--- src/rtl/traffic_pkg.sv ---
// ---------------------------------------------------------------------------
// traffic_pkg
// Shared encodings for the traffic-light controller family.
//   lamp_t      : country-road lamp state driven by sig_control
//                 (RED=0, YELLOW=1, GREEN=2; the unused code 3 reads as RED)
//   det_state_t : car detector FSM states
//   COUNT_MAX   : saturation value of the waiting-car counter
//   is_green()  : true only for GREEN, so code 3 is never mistaken for go
// ---------------------------------------------------------------------------
package traffic_pkg;

    typedef enum logic [1:0] {
        RED    = 2'd0,
        YELLOW = 2'd1,
        GREEN  = 2'd2
    } lamp_t;

    typedef enum logic [1:0] {
        IDLE     = 2'd0,
        OCCUPIED = 2'd1,
        FAULT    = 2'd2
    } det_state_t;

    localparam logic [7:0] COUNT_MAX = 8'd255;

    function automatic logic is_green(input logic [1:0] sig);
        return (sig == GREEN);
    endfunction

endpackage

--- src/rtl/loop_debounce.sv ---
// ---------------------------------------------------------------------------
// loop_debounce
// Brings the asynchronous loop sensor into the clock domain through a
// 2-flop synchronizer, then only accepts a new level once the synchronized
// value has disagreed with the accepted level for DEBOUNCE_CYCLES cycles
// in a row. Any agreeing cycle restarts the run.
// Ports:
//   i_clk     : clock, rising edge
//   i_clear_n : synchronous active-low reset
//   i_raw     : raw loop sensor, asynchronous, may bounce
//   o_level   : registered, debounced level
// ---------------------------------------------------------------------------
module loop_debounce #(
    parameter int DEBOUNCE_CYCLES = 4
) (
    input  logic i_clk,
    input  logic i_clear_n,
    input  logic i_raw,
    output logic o_level
);

    localparam int CW = (DEBOUNCE_CYCLES > 1) ? $clog2(DEBOUNCE_CYCLES) : 1;
    localparam logic [CW-1:0] RUN_LAST = CW'(DEBOUNCE_CYCLES - 1);

    logic          r_sync_p0;
    logic          r_sync_p1;
    logic          r_level;
    logic [CW-1:0] r_run;

    always_ff @(posedge i_clk) begin
        if (!i_clear_n) begin
            r_sync_p0 <= 1'b0;
            r_sync_p1 <= 1'b0;
            r_level   <= 1'b0;
            r_run     <= '0;
        end else begin
            // synchronizer stage
            r_sync_p0 <= i_raw;
            r_sync_p1 <= r_sync_p0;
            // debounce stage: the run counts disagreeing cycles already seen,
            // so the flip happens on the DEBOUNCE_CYCLES-th one
            if (r_sync_p1 != r_level) begin
                if (r_run == RUN_LAST) begin
                    r_level <= r_sync_p1;
                    r_run   <= '0;
                end else begin
                    r_run <= r_run + CW'(1);
                end
            end else begin
                r_run <= '0;
            end
        end
    end

    assign o_level = r_level;

endmodule

--- src/rtl/car_detect_ctrl.sv ---
// ---------------------------------------------------------------------------
// car_detect_ctrl
// Country-road car detector. The debounced loop level drives a small FSM
// (IDLE / OCCUPIED / FAULT) that counts arrivals, retires cars that leave
// under GREEN, and flags a sensor that stays high too long. The request to
// sig_control is raised while any car is counted, and forced high in fault
// so a broken sensor can never starve the country road.
// Ports:
//   CLOCK           : clock, rising edge
//   CLEAR           : synchronous active-low reset
//   LOOP_RAW        : raw loop sensor (asynchronous)
//   CNTRY_SIG       : country-road lamp state (RED/YELLOW/GREEN, 3 = RED)
//   CAR_ON_CNTRY_RD : registered request to sig_control
//   CAR_COUNT       : registered count of waiting/passing cars (0..255)
//   DET_FAULT       : registered stuck-sensor flag
// ---------------------------------------------------------------------------
module car_detect_ctrl
    import traffic_pkg::*;
#(
    parameter int DEBOUNCE_CYCLES = 4,
    parameter int STUCK_CYCLES    = 255
) (
    input  logic       CLOCK,
    input  logic       CLEAR,
    input  logic       LOOP_RAW,
    input  logic [1:0] CNTRY_SIG,
    output logic       CAR_ON_CNTRY_RD,
    output logic [7:0] CAR_COUNT,
    output logic       DET_FAULT
);

    localparam int SW = $clog2(STUCK_CYCLES + 1);
    localparam logic [SW-1:0] STUCK_LAST = SW'(STUCK_CYCLES - 1);

    logic          w_level;
    det_state_t    r_state;
    logic [7:0]    r_count;
    logic          r_fault;
    logic          r_req;
    logic [SW-1:0] r_stuck;

    loop_debounce #(
        .DEBOUNCE_CYCLES(DEBOUNCE_CYCLES)
    ) u_debounce (
        .i_clk     (CLOCK),
        .i_clear_n (CLEAR),
        .i_raw     (LOOP_RAW),
        .o_level   (w_level)
    );

    always_ff @(posedge CLOCK) begin
        if (!CLEAR) begin
            r_state <= IDLE;
            r_count <= 8'd0;
            r_fault <= 1'b0;
            r_req   <= 1'b0;
            r_stuck <= '0;
        end else begin
            // request stage trails the count by one edge
            r_req <= (r_count != 8'd0) || r_fault;

            // detector stage
            case (r_state)
                IDLE: begin
                    if (w_level) begin
                        r_state <= OCCUPIED;
                        // the arrival edge is the first high cycle of the run
                        r_stuck <= SW'(1);
                        if (r_count != COUNT_MAX) begin
                            r_count <= r_count + 8'd1;
                        end
                    end
                end
                OCCUPIED: begin
                    if (!w_level) begin
                        r_state <= IDLE;
                        r_stuck <= '0;
                        // a car leaving under RED/YELLOW is still queued
                        if (is_green(CNTRY_SIG) && (r_count != 8'd0)) begin
                            r_count <= r_count - 8'd1;
                        end
                    end else if (r_stuck == STUCK_LAST) begin
                        r_state <= FAULT;
                        r_fault <= 1'b1;
                        r_count <= 8'd0;
                        r_stuck <= '0;
                    end else begin
                        r_stuck <= r_stuck + SW'(1);
                    end
                end
                FAULT: begin
                    r_count <= 8'd0;
                    if (!w_level) begin
                        r_state <= IDLE;
                        r_fault <= 1'b0;
                    end
                end
                default: begin
                    r_state <= IDLE;
                    r_fault <= 1'b0;
                    r_count <= 8'd0;
                    r_stuck <= '0;
                end
            endcase
        end
    end

    assign CAR_ON_CNTRY_RD = r_req;
    assign CAR_COUNT       = r_count;
    assign DET_FAULT       = r_fault;

endmodule

--- config.mk ---
export PLATFORM = sky130hd
export DESIGN_NAME = car_detect_ctrl
export DESIGN_NICKNAME = d
export VERILOG_FILES = /design/src/rtl/traffic_pkg.sv /design/src/rtl/loop_debounce.sv /design/src/rtl/car_detect_ctrl.sv
export SDC_FILE = /design/constraint.sdc
export NUM_CORES = 1
export LEC_CHECK = 0
export CAP_MARGIN = 20
export CORE_UTILIZATION = 45
export DETAILED_ROUTE_END_ITERATION = 10
export GPL_TIMING_DRIVEN = 0
export PLACE_DENSITY = 0.7
export SYNTH_ARGS = -nofsm -noshare
export SYNTH_HDL_FRONTEND = slang
export SYNTH_HIERARCHICAL = 1
export SYNTH_SLANG_ARGS = --single-unit
--- constraint.sdc ---
create_clock -name CLOCK -period 5.3 [get_ports CLOCK]
set_clock_uncertainty 0.1 [all_clocks]
set_input_delay 0.53 -clock CLOCK [delete_from_list [all_inputs] [get_ports CLOCK]]
set_output_delay 0.53 -clock CLOCK [all_outputs]
set_load 0.01 [all_outputs]
-- Word level (Yosys, flattened, before mapping)
Cells that the tools add are included.
- word-level logic and storage cells: 60
- output and inout port bits: 10
- input port bits: 5
- flip-flop bits (word level): 25
- add/subtract/negate cells: 4
- equality and inequality tests: 14
- reductions and logical operators: 10
- mux-type cells: 19
- bitwise gates (word level): 4
- operators with widths (operator ; number):
    $mux W8 ; 8
    $pmux W8 S3 ; 1
    $add A8 B1 Y8 const B ; 2
    $pmux W8 S2 ; 1
    $eq A8 B8 Y1 const B ; 1
    $mux W2 ; 4
    $ne A8 B8 Y1 const B ; 1
    $reduce_and A4 Y1 ; 2
    $reduce_bool A8 Y1 ; 1
    $sub A8 B1 Y8 const B ; 1
    $eq A2 B2 Y1 const B ; 3
    $ne A2 B2 Y1 const B ; 3
    $pmux W2 S3 ; 1
    $ne A2 B1 Y1 const B ; 2
    $not A1 Y1 ; 4
    $reduce_and A2 Y1 ; 2
    $mux W1 ; 3
    $ne A3 B2 Y1 const B ; 1
    $ne A3 B3 Y1 const B ; 1
    $pmux W1 S3 ; 1
    $reduce_and A3 Y1 ; 1
    $reduce_or A3 Y1 ; 1
    $add A2 B1 Y2 const B ; 1
    $eq A2 B1 Y1 const B ; 1
    other kinds (4) ; 4

-- Longest topological paths before layout
Gate-level depths: netlist of the first run.
- word-level depth: 5
- gate-level depth with buffers: 8
- gate-level depth less buffers: 7

-- Hierarchy
Netlist of the first run, hierarchy kept.
- modules (own cells, without submodules) (module ; area each (um^2) ; sequential area each (um^2) ; times used ; cells an instance):
    car_detect_ctrl ; 1360.1 ; 400.4 ; 1 ; 176
    loop_debounce ; 171.4 ; 100.1 ; 1 ; 13

-- Worst setup path before layout of the first run
Ideal clock, no wire load.
- path kind: flip-flop to flip-flop
- from: register r_count[0] (netlist: CAR_COUNT[0])
- to: register r_count[4] (netlist: CAR_COUNT[4])
- stages on the path, launching flop included: 7
- data required time: 5126 ps
- arrival: 1653 ps
- path buffers: 0
- slack: 3473 ps
- setup time: 74 ps
- cells stage by stage: dfxtp_1 -> inv_1 -> ha_1 -> a311oi_2 -> o22ai_1 -> or3_1 -> a31oi_1
- longest elaborated chain between the ends: 4
- elaborated cells between the ends (all ways): 13
- those cells by class: add/sub: 2; eq/ne: 3; mux: 5; reduce/logical: 3
- ends and longest elaborated chain (what ; RTL line ; RTL):
    from (decl) ; car_detect_ctrl.sv:37 ; logic [7:0] r_count;
    from (signal assigned) ; car_detect_ctrl.sv:70 ; r_count <= r_count + 8'd1;
    from (signal assigned) ; car_detect_ctrl.sv:80 ; r_count <= r_count - 8'd1;
    $sub A8 B1 Y8 (tied with other cells) ; car_detect_ctrl.sv:80 ;
    $mux W8 (tied with other cells) ; car_detect_ctrl.sv:79 ; if (is_green(CNTRY_SIG) && (r_count != 8'd0)) begin
    $mux W8 (tied with other cells) ; car_detect_ctrl.sv:75 ; if (!w_level) begin
    $pmux W8 S2 or $reduce_and A4 Y1 (tied branches) ; -- ;
Several ways; a longest one is shown, not always the timed one. The select of a mux whose other input is x is not followed.
A chain may end at the register's enable or synchronous reset.

-- Final worst setup path of the first run
- from: register r_count[5] (netlist: CAR_COUNT[5])
- to: output CAR_COUNT[5]
- RTL lines (what ; RTL line ; RTL):
    to (decl) ; car_detect_ctrl.sv:28 ; output logic [7:0] CAR_COUNT,
No word-level cell between the ends.

==> reports/metrics.csv, run 1 <==
stage;metric;value;unit
run_status;status;finished, final reports clean;
die;dieArea;0.00364;mm2
setup_path;cp_slowest_cell;clkdlybuf4s50_1;
synthesis;synth_area_leaders;dfxtp_1 33%, ha_1 4.9%, nor2_1 4.7%;
drt;drc;0;
clocking;cts_tree;yes;
setup_path;crit_arrival;1.43;ns
synthesis;syn_inst;189;
pwr;ir_drop;105;uV
sta;max_freq;485;MHz
drt;ant_nets;0;
global_routing;grt_pass1_vias;1404;
sta;layout_min_cycle_time;2.06;ns
die;coreArea;0.00313;mm2
drt;viasPerCell;5.99;
layout;utilization;56.2;%
synthesis;muxShareOfSynthArea;1.31;%
setup_path;worstSetupPathDepth;1;
synthesis;yosys_warnings;6;
drt;routed_wire_length_per_instance;15.0;um
sta;slew_violations;0;
setup_path;startpoint;CAR_COUNT[5];
clocking;clkSlewWorstSetupHoldPaths;0.16;ns
synthesis;async_flop_share;0;%
clocking;h-tree-depth;1;
synthesis;synthSimpleGateAreaFrac;27.1;%
setup_path;cp-endpoint;CAR_COUNT[5];
setup_path;cp_top_family;buffers and inverters;
layout;num_antenna_cells;0;
pwr;p_per_area;176;mW/mm2
sta;hold_violations;0;
clocking;cts_buffers;3;
placed_design;io_buffers;14;
pwr;power.leakage;0.584;nW
sta;relSlewSlack;64.1;%
synthesis;synth_top_family_by_area;simple AND/OR/NAND/NOR gates;
setup_path;path_class;flip-flop to output pin;
clocking;cts_setup_buffers;0;
synthesis;synth_xor_area_share;1.14;%
setup_path;r2r-end;CAR_COUNT[7];
synthesis;synth-main-ff-cell;dfxtp_1;
setup_path;worstRegToRegCells;7;
job;maxCapViolations;0;
sta;fin_crit_sh;38.9;%
synthesis;synth-edff-count;0;
synthesis;ys_types;55;
die;start_util;49.0;%
setup_path;r2r-start;CAR_COUNT[0];
setup_path;end_kind;output pin;
setup_path;cpPeakStageDelay;0.59;ns
clocking;clock_sinks;25;
sta;finalSetupViolCount;0;
sta;fin_hold_ws;0.337;ns
layout;final_cell_mix;25 x dfxtp_1, 19 x nor2_1, 14 x clkdlybuf4s50_1;
global_routing;globalRoute.totalOverflow;0;
synthesis;yosysTopAreaCell;dfxtp_1;
setup_path;crit_chain;clkdlybuf4s50_1;
synthesis;ys_seq_area_share;32.7;%
layout;final_common_cell;dfxtp_1;
clocking;cts.hold.buffers_added;0;
clocking;ctsResizeCount;0;
synthesis;syn_area_per_cell;8.10;um2
clocking;cts_buffer_depth;2;
synthesis;syn_nets;200;
drt;drt_iter0_drc;100;
die;die_w;60.3;um
die;rows;20;
setup_path;worst-path-buf-inv;1;
synthesis;syn-cell-area;0.00153;mm2
worst_hold_path;hold_class;flip-flop to flip-flop;
sta;rsz0062_at_grt;no;
clocking;clockRootBuffer;clkbuf_4;
setup_path;start_kind;flip-flop;
synthesis;synth-adder-area-share;4.90;%
placed_design;dp_hpwl;2690;um
sta;worst_pin_slew;0.539;ns
global_routing;gr-usage-all-layers;24.1;%
sta;fin_setup_tns;0;ns
placed_design;place_ws;3.09;ns
setup_path;rrSetupSlack;3.27;ns
setup_path;worstPathMaxFanout;9;
synthesis;yosys.area.top_type_share;32.7;%
global_routing;antenna_found_initial;0;
sta;timing.final.ws_setup;3.24;ns
layout;syn2layout_area_growth;14.7;%
layout;drive_gt1_share;12.1;%
drt;routed_wl;3760;um
global_routing;grt_pass1_wl;6530;um
global_routing;grt_max_degree;16;
pwr;finalPower;0.309;mW
placed_design;routabilityCongestion;0.894;
synthesis;synth-compound-area-share;26.2;%
setup_path;required;4.67;ns
clocking;clock_latency;0.34;ns
drt;first_pass_iters;4;
layout;final_nets;219;
die;die_h;60.3;um
die;pin_count;15;
synthesis;synth_seq_cells;25;
drt;vias;1504;
power by group:
part / internal [mW] / switching (mW) / total, mW
Clock: 0.0290 / 0.0674 / 0.0964
Combinational: 0.00947 / 0.0121 / 0.0216
Sequential: 0.190 / 0.000835 / 0.191
cell type report:
type / instances / area, um2
Fill cell: 306 / 1370
Multi-Input combinational cell: 143 / 930
Sequential cell: 25 / 500
Timing Repair Buffer: 14 / 140
Buffer: 13 / 71.3
Tap cell: 44 / 55.1
Inverter: 8 / 30.0
Clock buffer: 3 / 22.5
Clock inverter: 1 / 7.51
cells by family after synthesis:
family / after synthesis
DFF: 25
xor gates and xnor gates: 2
muxes: 2
adders and majority gates: 6
AOI/OAI and AO/OA: 58
and+or+nand+nor: 75
buffers and inverters: 21
worst min-delay path by stage:
| stage | start | endpoint | slack [ns] | cells after the start |
|---|---|---|---|---|
| floorplan | u_debounce/r_run[0] | u_debounce/r_run[0] | 0.31 | 1 |
| global placement | u_debounce/r_run[0] | u_debounce/r_run[0] | 0.31 | 1 |
| finish | u_debounce/r_run[0] | u_debounce/r_run[0] | 0.34 | 1 |
| global route | u_debounce/r_run[0] | u_debounce/r_run[0] | 0.37 | 1 |
| detailed placement | u_debounce/r_run[0] | u_debounce/r_run[0] | 0.32 | 1 |
| CTS | u_debounce/r_run[0] | u_debounce/r_run[0] | 0.34 | 1 |
metal layers:
| metal | track usage, % | vias up | part of all wire (%) |
|---|---|---|---|
| li1 | - | 740 | - |
| met1 | 34.7 | 726 | 50 |
| met2 | 38.0 | 36 | 47 |
| met3 | 1.92 | 2 | 3.2 |
| met4 | 8.64 | 0 | 0.56 |
| met5 | 0 | - | 0 |
worst register-to-register path, stage by stage, from the launching register on:
cell and delay [ns]:
dfxtp_1 0.50, ha_1 0.34, nand3_1 0.11, o21a_1 0.20, o221ai_2 0.22, buf_2 0.27
o211ai_1 0.13, o31ai_1 0.09
through the flow:
stage               instances  instance area [um2]
finish                    251                 1760
global route              251                 1760
floorplan                 189                 1530
CTS                       251                 1760
global placement          247                 1730
detailed placement        247                 1730
sequential cells by signal (all words and copies together) (netlist names):
signal                count
CAR_COUNT                 8
CAR_ON_CNTRY_RD           1
DET_FAULT                 1
r_state                   2
r_stuck                   8
u_debounce/o_level        1
u_debounce/r_run          2
u_debounce/r_sync_p0      1
u_debounce/r_sync_p1      1
synthesized netlist by cell type (all sizes together), types with 2 or more instances:
| cell | count |
|---|---|
| dfxtp | 25 |
| nor2 | 19 |
| o21ai | 14 |
| a21oi | 13 |
| nand2 | 13 |
| nand3 | 11 |
| buf | 8 |
| inv | 8 |
| nor3 | 7 |
| a31oi | 6 |
| ha | 6 |
| clkbuf | 5 |
| a311oi | 3 |
| and2 | 3 |
| nand4 | 3 |
| o31ai | 3 |
| or3 | 3 |
| a22oi | 2 |
| a41oi | 2 |
| and3 | 2 |
| and3b | 2 |
| mux2i | 2 |
| nor2b | 2 |
| o211ai | 2 |
| o221a | 2 |
| o221ai | 2 |
| or2 | 2 |
Power figures use the tool's default switching activity.
==> inputs of run 2 (changes only) <==
--- a/config.mk
+++ b/config.mk
@@ -9,7 +9,7 @@
 export CORE_UTILIZATION = 45
 export DETAILED_ROUTE_END_ITERATION = 10
 export GPL_TIMING_DRIVEN = 0
-export PLACE_DENSITY = 0.7
+export PLACE_DENSITY = 0.73
 export SYNTH_ARGS = -nofsm -noshare
 export SYNTH_HDL_FRONTEND = slang
 export SYNTH_HIERARCHICAL = 1
==> constraint.sdc (replaced) <==
create_clock -name CLOCK -period 1.66 [get_ports CLOCK]
set_clock_uncertainty 0.1 [all_clocks]
set_input_delay 0.166 -clock CLOCK [delete_from_list [all_inputs] [get_ports CLOCK]]
set_output_delay 0.166 -clock CLOCK [all_outputs]
set_load 0.01 [all_outputs]
==> reports/metrics.csv, run 2 (synthesis results as in run 1) <==
stage;metric;value;unit
drt;first_pass_iters;4;
clocking;cts.hold.buffers_added;0;
sta;finalSetupViolCount;8;
clocking;clock_sinks;25;
setup_path;r2r-start;CAR_COUNT[1];
global_routing;gr-usage-all-layers;26.1;%
sta;relSlewSlack;62.6;%
setup_path;cpPeakStageDelay;0.42;ns
sta;worst_pin_slew;0.560;ns
sta;layout_min_cycle_time;1.76;ns
setup_path;worstSetupPathDepth;6;
setup_path;required;1.84;ns
placed_design;place_ws;-0.228;ns
job;maxCapViolations;0;
sta;hold_violations;0;
setup_path;end_kind;flip-flop;
setup_path;startpoint;CAR_COUNT[1];
layout;instances_no_fill;268;
die;pin_count;15;
layout;syn2layout_area_growth;38.4;%
setup_path;worstRegToRegCells;6;
clocking;cts_buffer_depth;2;
setup_path;cp-endpoint;CAR_COUNT[5];
placed_design;placed_area;0.00176;mm2
placed_design;io_buffers;14;
sta;fin_setup_tns;-0.514;ns
drt;vias;1610;
global_routing;grt_max_degree;15;
pwr;p_per_area;464;mW/mm2
clocking;clkSlewWorstSetupHoldPaths;0.16;ns
global_routing;globalRoute.totalOverflow;0;
setup_path;r2r-end;CAR_COUNT[5];
setup_path;rrSetupSlack;-0.10;ns
layout;final_common_cell;buf_4;
die;start_util;49.0;%
clocking;cts_buffers;3;
setup_path;worstPathMaxFanout;5;
die;rows;20;
drt;drt_iter0_drc;128;
clocking;clock_latency;0.35;ns
drt;viasPerCell;6.01;
layout;stdcell_area;0.00212;mm2
layout;final_cell_mix;19 x buf_4, 17 x nor2_1, 13 x clkdlybuf4s50_1;
run_status;status;complete, but fails checks;
setup_path;crit_chain;inv_4 -> ha_4 -> a311oi_4 -> o221ai_4 -> or3_1 -> a21oi_1;
setup_path;worst-path-buf-inv;1;
global_routing;antenna_found_initial;0;
drt;ant_nets;0;
sta;max_freq;567;MHz
pwr;ir_drop;446;uV
die;dieArea;0.00364;mm2
setup_path;cp_slowest_cell;dfxtp_4;
layout;drive_gt1_share;35.3;%
placed_design;placedCellCount;247;
placed_design;dp_hpwl;2770;um
worst_hold_path;hold_class;input port to flip-flop;
clocking;clockRootBuffer;clkbuf_4;
clocking;h-tree-depth;1;
layout;fillCellCount;234;
global_routing;grt_pass1_vias;1565;
setup_path;cp_top_family;compound AO/OA/AOI/OAI gates;
placed_design;routabilityCongestion;0.927;
sta;slew_violations;0;
run_status;violations;setup timing;
drt;drc;0;
setup_path;path_class;flip-flop to flip-flop;
clocking;cts_tree;yes;
global_routing;grt_pass1_wl;7150;um
die;die_h;60.3;um
die;coreArea;0.00313;mm2
drt;routed_wl;4420;um
sta;fin_crit_sh;106;%
pwr;power.leakage;0.714;nW
sta;rsz0062_at_grt;yes;
drt;routed_wire_length_per_instance;16.5;um
setup_path;start_kind;flip-flop;
layout;num_antenna_cells;0;
die;die_w;60.3;um
setup_path;crit_arrival;1.95;ns
sta;timing.final.ws_setup;-0.103;ns
pwr;finalPower;0.983;mW
layout;final_nets;236;
## run 2: cell types whose count changed in the layout (fill, tap and decap cells not counted), moves of 3 or more
cell	before	now
buf_6	1	6
inv_4	0	3
inv_1	8	5
ha_1	6	2
dfxtp_1	25	10
ha_4	0	3
dfxtp_2	0	8
dfxtp_4	0	7
buf_2	5	0
buf_4	2	19
## run 2: how the worst min path moves through the flow
| stage | startpoint | slack, ns | end | depth (start not counted) |
|---|---|---|---|---|
| 2_1_floorplan | CLEAR | 0.19 | u_debounce/r_sync_p0 | 1 |
| 3_3_place_gp | u_debounce/r_run[0] | 0.31 | u_debounce/r_run[0] | 1 |
| 3_5_place_dp | u_debounce/r_run[0] | 0.33 | u_debounce/r_run[0] | 1 |
| 4_1_cts | LOOP_RAW | 0.31 | u_debounce/r_sync_p0 | 2 |
| 5_1_grt | LOOP_RAW | 0.30 | u_debounce/r_sync_p0 | 2 |
| 6_report | LOOP_RAW | 0.30 | u_debounce/r_sync_p0 | 2 |
## run 2: what timing repair did
item | in CTS | in global routing
pin swaps | 12 | 11
setup buffers | 16 | 3
gates resized for setup | 34 | 24
setup endpoints to repair | 14 | 18
gates cloned | 1 | 0
## run 2: layout make-up
type / count / area [um2] / share of cell area [%]
Tap cell: 44 / 55.1 / 2.60
Clock buffer: 3 / 22.5 / 1.06
Clock inverter: 1 / 5.00 / 0.236
Inverter: 8 / 37.5 / 1.77
Timing Repair Buffer: 34 / 297 / 14.0
Multi-Input combinational cell: 143 / 1090 / 51.3
Buffer: 10 / 78.8 / 3.72
Sequential cell: 25 / 537 / 25.3
## run 2: per-layer routing
layer	global-route usage, %	up-vias	part of all wire, %
li1	-	777	-
met1	33.6	769	44
met2	43.3	51	49
met3	5.54	13	5.5
met4	8.97	0	1.9
met5	0	-	0
## run 2: power by group
| part | switching (mW) | internal, mW | total, mW |
|---|---|---|---|
| Sequential | 0.00916 | 0.597 | 0.606 |
| Combinational | 0.0380 | 0.0394 | 0.0774 |
| Clock | 0.208 | 0.0910 | 0.299 |
| Total | 0.255 | 0.727 | 0.983 |
## run 2: stage by stage
stage	util, %	hold WS (ns)
finish	67.8	0.302
global route	67.8	0.304
CTS	65.0	0.306
detailed placement	56.4	0.329
global placement	56.4	0.314
floorplan	-	0.188
==> inputs of run 3 (changes only) <==
==> constraint.sdc (replaced) <==
create_clock -name CLOCK -period 1.66 [get_ports CLOCK]
set_clock_uncertainty 0.1 [all_clocks]
set_input_delay 0.166 -clock CLOCK [delete_from_list [all_inputs] [get_ports CLOCK]]
set_output_delay 0.166 -clock CLOCK [all_outputs]
set_load 0.05 [all_outputs]
==> reports/metrics.csv, run 3 (synthesis results as in run 1) <==
stage;metric;value;unit
drt;vias;1702;
die;pin_count;15;
sta;relSlewSlack;59.4;%
sta;rsz0062_at_grt;yes;
drt;drt_iter0_drc;179;
layout;fillCellCount;255;
clocking;cts_tree;yes;
layout;syn2layout_area_growth;41.3;%
global_routing;gr-usage-all-layers;28.2;%
sta;layout_min_cycle_time;1.79;ns
pwr;p_clk_share;30.0;%
drt;ant_nets;0;
drt;drc;0;
layout;ff_latch_area;528;um2
die;rows;20;
clocking;cts_buffers;3;
die;die_w;60.3;um
global_routing;grt_pass1_wl;7580;um
clocking;clock_latency;0.34;ns
worst_hold_path;hold_class;input port to flip-flop;
clocking;cts_buffer_depth;2;
sta;fin_hold_ws;0.284;ns
setup_path;path_class;flip-flop to flip-flop;
drt;first_pass_iters;4;
run_status;status;complete, but fails checks;
pwr;power.leakage;0.804;nW
pwr;p_sw_share;26.7;%
global_routing;globalRoute.totalOverflow;0;
drt;viasPerCell;6.21;
layout;final_cell_mix;21 x buf_4, 17 x nor2_1, 13 x dfxtp_1;
clocking;h-tree-depth;1;
run_status;violations;setup timing;
pwr;ir_drop;302;uV
setup_path;crit_arrival;1.97;ns
placed_design;io_buffers;14;
clocking;clkSlewWorstSetupHoldPaths;0.15;ns
clocking;clockRootBuffer;clkbuf_4;
global_routing;grt_max_degree;16;
layout;stdcell_area;0.00216;mm2
setup_path;worstPathMaxFanout;5;
sta;hold_violations;0;
job;maxCapViolations;0;
placed_design;dp_hpwl;2870;um
layout;final_common_cell;buf_4;
layout;multiInputGateArea;0.00110;mm2
global_routing;antenna_found_initial;0;
sta;worst_pin_slew;0.609;ns
layout;final_nets;242;
setup_path;required;1.84;ns
die;start_util;49.0;%
global_routing;grt_pass1_vias;1577;
pwr;pwr-share-seq;59.7;%
pwr;internal_power;0.740;mW
placed_design;placed_area;0.00179;mm2
layout;num_antenna_cells;0;
drt;routed_wire_length_per_instance;17.4;um
clocking;cts.hold.buffers_added;0;
pwr;combPwrFrac;10.3;%
layout;drive_gt1_share;37.4;%
sta;max_freq;559;MHz
die;dieArea;0.00364;mm2
pwr;p_per_area;467;mW/mm2
placed_design;place_ws;-0.262;ns
drt;routed_wl;4760;um
setup_path;end_kind;flip-flop;
pwr;power.switching;0.270;mW
die;coreArea;0.00313;mm2
placed_design;routabilityCongestion;0.858;
die;die_h;60.3;um
sta;timing.final.ws_setup;-0.129;ns
setup_path;start_kind;flip-flop;
sta;finalSetupViolCount;9;
sta;fin_crit_sh;108;%
sta;slew_violations;0;
clocking;clock_sinks;25;
-- run 3: cell types whose count changed in the layout (fill, tap and decap cells not counted), moves of 2 or more --
cell / change
buf_4: +2
dfxtp_1: +3
dfxtp_4: -2
nand3_2: +4
nand3_1: -4
dlygate4sd2_1: +8
buf_2: +3
clkdlybuf4s50_1: -9
buf_6: +2
-- run 3: stage by stage --
stage	total power [mW]	utilization [%]	setup TNS, ns	instances
2_1_floorplan	0.669	-	-0.528	189
3_3_place_gp	0.697	57.2	-1.20	247
3_5_place_dp	0.699	57.2	-1.68	247
4_1_cts	1.01	67.2	-0.520	269
5_1_grt	1.04	69.2	-1.62	274
6_report	1.01	69.2	-0.607	274
-- run 3: what timing repair did --
| action | CTS | global route |
|---|---|---|
| endpoints found under the setup margin | 23 | 17 |
| resized for setup | 50 | 10 |
| cloned | 2 | 0 |
| setup buffers | 17 | 5 |
| pin swaps | 13 | 7 |
-- run 3: worst max-delay path: stages, from the launching register on --
cell	delay, ns
dfxtp_4	0.41
inv_4	0.05
ha_4	0.16
a311oi_4	0.33
o221ai_4	0.18
or3_1	0.36
a21oi_2	0.13
-- run 3: final timing paths --
| kind | startpoint | to | slack [ns] | cells past startpoint |
|---|---|---|---|---|
| worst max-delay path | CAR_COUNT[1] | CAR_COUNT[5] | -0.13 | 6 |
| worst min-delay path | LOOP_RAW | u_debounce/r_sync_p0 | 0.28 | 2 |
| worst max register to register | CAR_COUNT[1] | CAR_COUNT[5] | -0.13 | 6 |
| worst min register to register | u_debounce/r_run[0] | u_debounce/r_run[0] | 0.34 | 1 |
-- run 3: cell type report --
class                   count  share of cell area [%]
plain buffers              12                    4.51
clock buffers               3                    1.04
clock inverters             1                   0.289
inverters                   8                    1.62
multi-input cells         143                    50.8
flip-flops and latches     25                    24.4
well taps                  44                    2.54
repair buffers             38                    14.7
-- run 3: power groups by stage --
| stage | logic (mW) | registers, mW | clock network [mW] |
|---|---|---|---|
| detailed placement | 0.0810 | 0.618 | 0 |
| floorplan | 0.0376 | 0.631 | 0 |
| global route | 0.110 | 0.604 | 0.330 |
| CTS | 0.100 | 0.603 | 0.307 |
| global placement | 0.0792 | 0.618 | 0 |
| finish | 0.104 | 0.603 | 0.303 |
-- run 3: layer usage --
metal / track usage [%] / part of all wire [%] / up-vias
li1: - / - / 799
met1: 36.0 / 45 / 829
met2: 44.4 / 47 / 60
met3: 6.61 / 5.6 / 14
met4: 14.3 / 2.5 / 0
met5: 0 / 0 / -
